[config.mk]
export PLATFORM = sky130hd
export DESIGN_NAME = tinycpu_io_bridge
export DESIGN_NICKNAME = d
export VERILOG_FILES = /design/src/rtl/tinycpu_io_bridge.sv
export SDC_FILE = /design/constraint.sdc
export NUM_CORES = 1
export LEC_CHECK = 0
export BUFFER_PORTS_ARGS = -buffer_cell sky130_fd_sc_hd__buf_4
export CORE_UTILIZATION = 41
export DETAILED_ROUTE_END_ITERATION = 8
export GPL_TIMING_DRIVEN = 1
export PLACE_DENSITY = 0.68
export SLEW_MARGIN = 20
export SYNTH_ARGS = -nofsm -noshare
export SYNTH_HDL_FRONTEND = slang
export SYNTH_SLANG_ARGS = --single-unit
[constraint.sdc]
create_clock -name clk -period 4.55 [get_ports clk]
set_input_delay 0.91 -clock clk [delete_from_list [all_inputs] [get_ports clk]]
set_output_delay 0.91 -clock clk [all_outputs]
set_load 0.02 [all_outputs]
[src/rtl/tinycpu_io_bridge.sv]
// tinycpu_io_bridge
//   Connects a host to the tiny CPU's `in`/`out` ports using two independent
//   first-word-fall-through FIFOs.
//   Input path  : host_in_data/valid/ready  -> FIFO -> cpu_in/cpu_in_valid/cpu_in_ack
//   Output path : cpu_out/cpu_out_we/cpu_out_full -> FIFO -> host_out_data/valid/ready
//   Status      : ovf (sticky dropped-write flag), in_count, out_count (0..DEPTH)
//   clk rising edge; reset is asynchronous and active-low.
//   Every output is derived from registered state only.
module tinycpu_io_bridge #(
   parameter int unsigned WIDTH = 16,
   parameter int unsigned DEPTH = 4
) (
   input  logic                     clk,
   input  logic                     reset,
   input  logic [WIDTH-1:0]         host_in_data,
   input  logic                     host_in_valid,
   output logic                     host_in_ready,
   output logic [WIDTH-1:0]         cpu_in,
   output logic                     cpu_in_valid,
   input  logic                     cpu_in_ack,
   input  logic [WIDTH-1:0]         cpu_out,
   input  logic                     cpu_out_we,
   output logic                     cpu_out_full,
   output logic [WIDTH-1:0]         host_out_data,
   output logic                     host_out_valid,
   input  logic                     host_out_ready,
   output logic                     ovf,
   output logic [$clog2(DEPTH):0]   in_count,
   output logic [$clog2(DEPTH):0]   out_count
);

   localparam int unsigned AW = $clog2(DEPTH);
   localparam int unsigned CW = AW + 1;
   localparam logic [CW-1:0] FULL = CW'(DEPTH);

   // Input FIFO state
   logic [WIDTH-1:0] in_mem_q [DEPTH];
   logic [AW-1:0]    in_rd_q, in_wr_q;
   logic [CW-1:0]    in_cnt_q, in_cnt_d;
   logic             in_rdy_q;
   logic             in_push, in_pop;

   // Output FIFO state
   logic [WIDTH-1:0] out_mem_q [DEPTH];
   logic [AW-1:0]    out_rd_q, out_wr_q;
   logic [CW-1:0]    out_cnt_q, out_cnt_d;
   logic             out_push, out_pop, out_drop, out_is_full;
   logic             ovf_q;

   // Handshake decode
   always_comb begin
      in_push     = host_in_valid & in_rdy_q;
      in_pop      = cpu_in_ack & (in_cnt_q != '0);
      in_cnt_d    = in_cnt_q + CW'(in_push) - CW'(in_pop);

      out_is_full = (out_cnt_q == FULL);
      out_pop     = host_out_ready & (out_cnt_q != '0);
      // A full FIFO still accepts a write when the host frees a slot the same cycle.
      out_push    = cpu_out_we & (~out_is_full | out_pop);
      out_drop    = cpu_out_we & out_is_full & ~out_pop;
      out_cnt_d   = out_cnt_q + CW'(out_push) - CW'(out_pop);
   end

   // Pointers, counts and flags
   always_ff @(posedge clk or negedge reset) begin
      if (!reset) begin
         in_rd_q   <= '0;
         in_wr_q   <= '0;
         in_cnt_q  <= '0;
         in_rdy_q  <= 1'b0;
         out_rd_q  <= '0;
         out_wr_q  <= '0;
         out_cnt_q <= '0;
         ovf_q     <= 1'b0;
      end else begin
         // Power-of-two depth: pointers wrap naturally.
         if (in_push)  in_wr_q  <= in_wr_q + 1'b1;
         if (in_pop)   in_rd_q  <= in_rd_q + 1'b1;
         in_cnt_q <= in_cnt_d;
         // Registered ready keeps it low in reset and free of input paths.
         in_rdy_q <= (in_cnt_d != FULL);

         if (out_push) out_wr_q <= out_wr_q + 1'b1;
         if (out_pop)  out_rd_q <= out_rd_q + 1'b1;
         out_cnt_q <= out_cnt_d;
         if (out_drop) ovf_q <= 1'b1;
      end
   end

   // Storage needs no reset; empty counts mask stale contents.
   always_ff @(posedge clk) begin
      if (in_push)  in_mem_q[in_wr_q]   <= host_in_data;
      if (out_push) out_mem_q[out_wr_q] <= cpu_out;
   end

   // Outputs
   always_comb begin
      host_in_ready  = in_rdy_q;
      cpu_in_valid   = (in_cnt_q != '0);
      cpu_in         = cpu_in_valid ? in_mem_q[in_rd_q] : '0;
      in_count       = in_cnt_q;

      cpu_out_full   = out_is_full;
      host_out_valid = (out_cnt_q != '0);
      host_out_data  = host_out_valid ? out_mem_q[out_rd_q] : '0;
      out_count      = out_cnt_q;
      ovf            = ovf_q;
   end

endmodule

==> flow_summary.json <==
{
  "status": "completed",
  "clkPwrFrac_pct": 27.8,
  "worst_pin_slew_ns": 1.005,
  "cts_buffers": 17,
  "synthesis.area_sq_mm": 0.005794,
  "hold_viol_final": 0,
  "dp_slack_ns": 1.531,
  "initial_core_util_pct": 41.91,
  "worst_path_max_delay_cell": "dfrtp_1",
  "drv_cap": 0,
  "timing.fmax_mhz": 301.5,
  "viasPerCell": 4.955,
  "powerDensity_mw_per_mm2": 721.2,
  "drt_iter0_markers": 134,
  "die_x_um": 120.9,
  "post-route-min-period_ns": 3.317,
  "cp_max_fo": 18,
  "ios": 81,
  "ctsHoldBuffers": 0,
  "seq_area_frac_synth_pct": 73.25,
  "ys_types": 23,
  "p_int_mw": 3.535,
  "synth_warnings": 0,
  "wl_per_cell_um": 17.94,
  "skew_ns": 0.009192,
  "critical-path-top-delay-family": "flip-flops",
  "p_leak_nw": 2.647,
  "timing.final.crit_share_pct": 72.90,
  "routed_wl_mm": 10.01,
  "synth_cells": 278,
  "track_usage_pct": 14.92,
  "dr.pass1.iters": 6,
  "portBuffers": 80,
  "pwr-share-seq_pct": 39.0,
  "final_util_pct": 51.63,
  "areaGrowthSynthToFinish_pct": 23.21,
  "start_kind": "flop",
  "worstSetupEndpointType": "primary output",
  "htreeDepth": 4,
  "arrival_ns": 2.41,
  "core_sq_mm": 0.01383,
  "place_area_sq_mm": 0.006521,
  "clock-root-buffer": "clkbuf_16",
  "synth-seq-cells": 144,
  "cts_tree": "built",
  "die-area_sq_mm": 0.01461,
  "tns_ns": 0,
  "timing.final.ws_setup_ns": 1.233,
  "clock_path_buffers": 2,
  "cts_setup_buffers": 0,
  "worstPathRequired_ns": 3.64,
  "cpPeakStageDelay_ns": 1.00,
  "final_max_slew_viol_count": 0,
  "antenna_found_initial": 0,
  "antenna_cells": 0,
  "switching_share_pct": 31.33,
  "grt_pass1_vias": 2873,
  "syn-num-nets": 330,
  "peakVddDrop_mv": 0.3604,
  "rsz0062_at_grt": "no",
  "grt_pass1_wl_mm": 15.36,
  "holdWs_ns": 0.3589,
  "min_path_type": "primary input to asynchronous set/reset pin",
  "p_sw_mw": 1.613,
  "drive_gt1_share_pct": 34.13,
  "fin_cells": 558,
  "critical_path.cell_chain": "mux4_1 > and2_1 > buf_4",
  "power_frac_comb_pct": 33.2,
  "dp_hpwl_mm": 6.289,
  "place_inst": 526,
  "gp_congestion": 0.6886,
  "fin_area_sq_mm": 0.007139,
  "dr_total_vias": 2765,
  "power.total_mw": 5.149,
  "clk_pin_slew_ns": 0.06,
  "setup_viol_count_final": 0,
  "insertion_delay_ns": 0.41,
  "fin_nets": 417,
  "critPathBufInv": 1,
  "ant_nets": 0,
  "crit_type": "flop to primary output",
  "drcViolationCount": 0,
  "syn_avg_cell_area_sq_um": 20.84,
  "grt_max_degree": 20,
  "chipHeight_um": 120.9,
  "grt_overflow": 0,
  "cts_num_sinks": 144,
  "fp-row-count": 43,
  "relSlewSlack_pct": 32.97,
  "post_cts_resized": 0
}
## registers in the layout, summed over array words and instances (netlist names)
signal and count:
ovf 1, host_in_ready 1, out_mem_q 64, out_count 3, out_rd_q 2, out_wr_q 2, in_mem_q 64, in_rd_q 2
in_count 3, in_wr_q 2
## layout make-up
cell class,count,area (sq um)
Clock buffer,18,429.2
Fill cell,1095,6688
Multi-Input combinational cell,110,1406
Clock inverter,14,187.7
Sequential cell,144,4245
Timing Repair Buffer,80,600.6
Inverter,12,45.04
Tap cell,180,225.2
## power groups by stage
stage          Sequential (mW)  Combinational, mW  Clock [mW]
5_1_grt                   2.05               1.85        1.50
6_report                  2.01               1.71        1.43
2_1_floorplan             1.90               1.24           0
3_3_place_gp              2.03               1.72           0
3_5_place_dp              2.05               1.73           0
4_1_cts                   2.02               1.74        1.46
## path summary, 6_finish.rpt
kind / from / to / slack (ns) / depth (start not counted)
max reg2reg: in_count[1] / host_in_ready / 1.77 / 9
max in group asynchronous: reset / out_rd_q[0] / 3.98 / 1
min reg2reg: ovf / ovf / 0.49 / 1
min in group clk: ovf / ovf / 0.49 / 1
min: reset / in_rd_q[1] / 0.36 / 1
max: in_rd_q[0] / cpu_in[2] / 1.23 / 3
## cells in the mapped netlist
cell        n  area, sq um
buf_6       2        22.52
inv_1      12        45.04
fa_1        2        40.04
clkbuf_1    3        11.26
nor2_1      1        3.750
and3_1      4        25.02
xnor2_1     8        70.07
and2_1     38        237.7
mux4_2     16        360.4
mux4_1     16        420.4
buf_12      2        40.04
a31o_2      1        8.760
buf_2       5        25.02
nand3_1     2        10.01
nand2_1     2        7.510
a21boi_1    1        7.510
xor2_1      2        17.52
mux2_2      2        22.52
edfxtp_1  128         3844
nor3b_2     1        12.51
dfrtp_1    16        400.4
or3_1       2        12.51
ha_1       12        150.1
## cell usage in the layout (no fill, tap or decap), drive strengths merged
| cell type | synthesis | layout |
|---|---|---|
| edfxtp | 128 | 128 |
| buf | 9 | 80 |
| and2 | 38 | 38 |
| mux4 | 32 | 32 |
| clkbuf | 3 | 18 |
| dfrtp | 16 | 16 |
| inv | 12 | 15 |
| ha | 12 | 12 |
| xnor2 | 8 | 8 |
| clkinv | 0 | 6 |
| and3 | 4 | 4 |
| bufinv | 0 | 4 |
| or3 | 2 | 2 |
| nand2 | 2 | 2 |
| xor2 | 2 | 2 |
| nand3 | 2 | 2 |
| mux2 | 2 | 2 |
| fa | 2 | 2 |
| nor2 | 1 | 1 |
| nor3b | 1 | 1 |
| a21boi | 1 | 1 |
| a31o | 1 | 1 |
| clkinvlp | 0 | 1 |
## logic make-up (layout without fill, tap and decap cells)
group / count (synthesis) / after routing / share of synthesized area (%)
compound gates: 2 / 2 / 0.2808
xor+xnor: 10 / 10 / 1.512
fa+ha+maj: 14 / 14 / 3.282
buf+inv: 24 / 124 / 2.483
flops: 144 / 144 / 73.25
mux: 34 / 34 / 13.86
simple gates: 50 / 50 / 5.334
## metal layers
metal	vias up	track usage [%]	wire length [um]
met3	13	5.545	631
li1	1267	-	-
met1	1401	17.59	4268
met4	0	6.713	167
met2	84	24.36	4942
met5	-	0	0
Note: power is estimated with default switching activity, not from simulation.
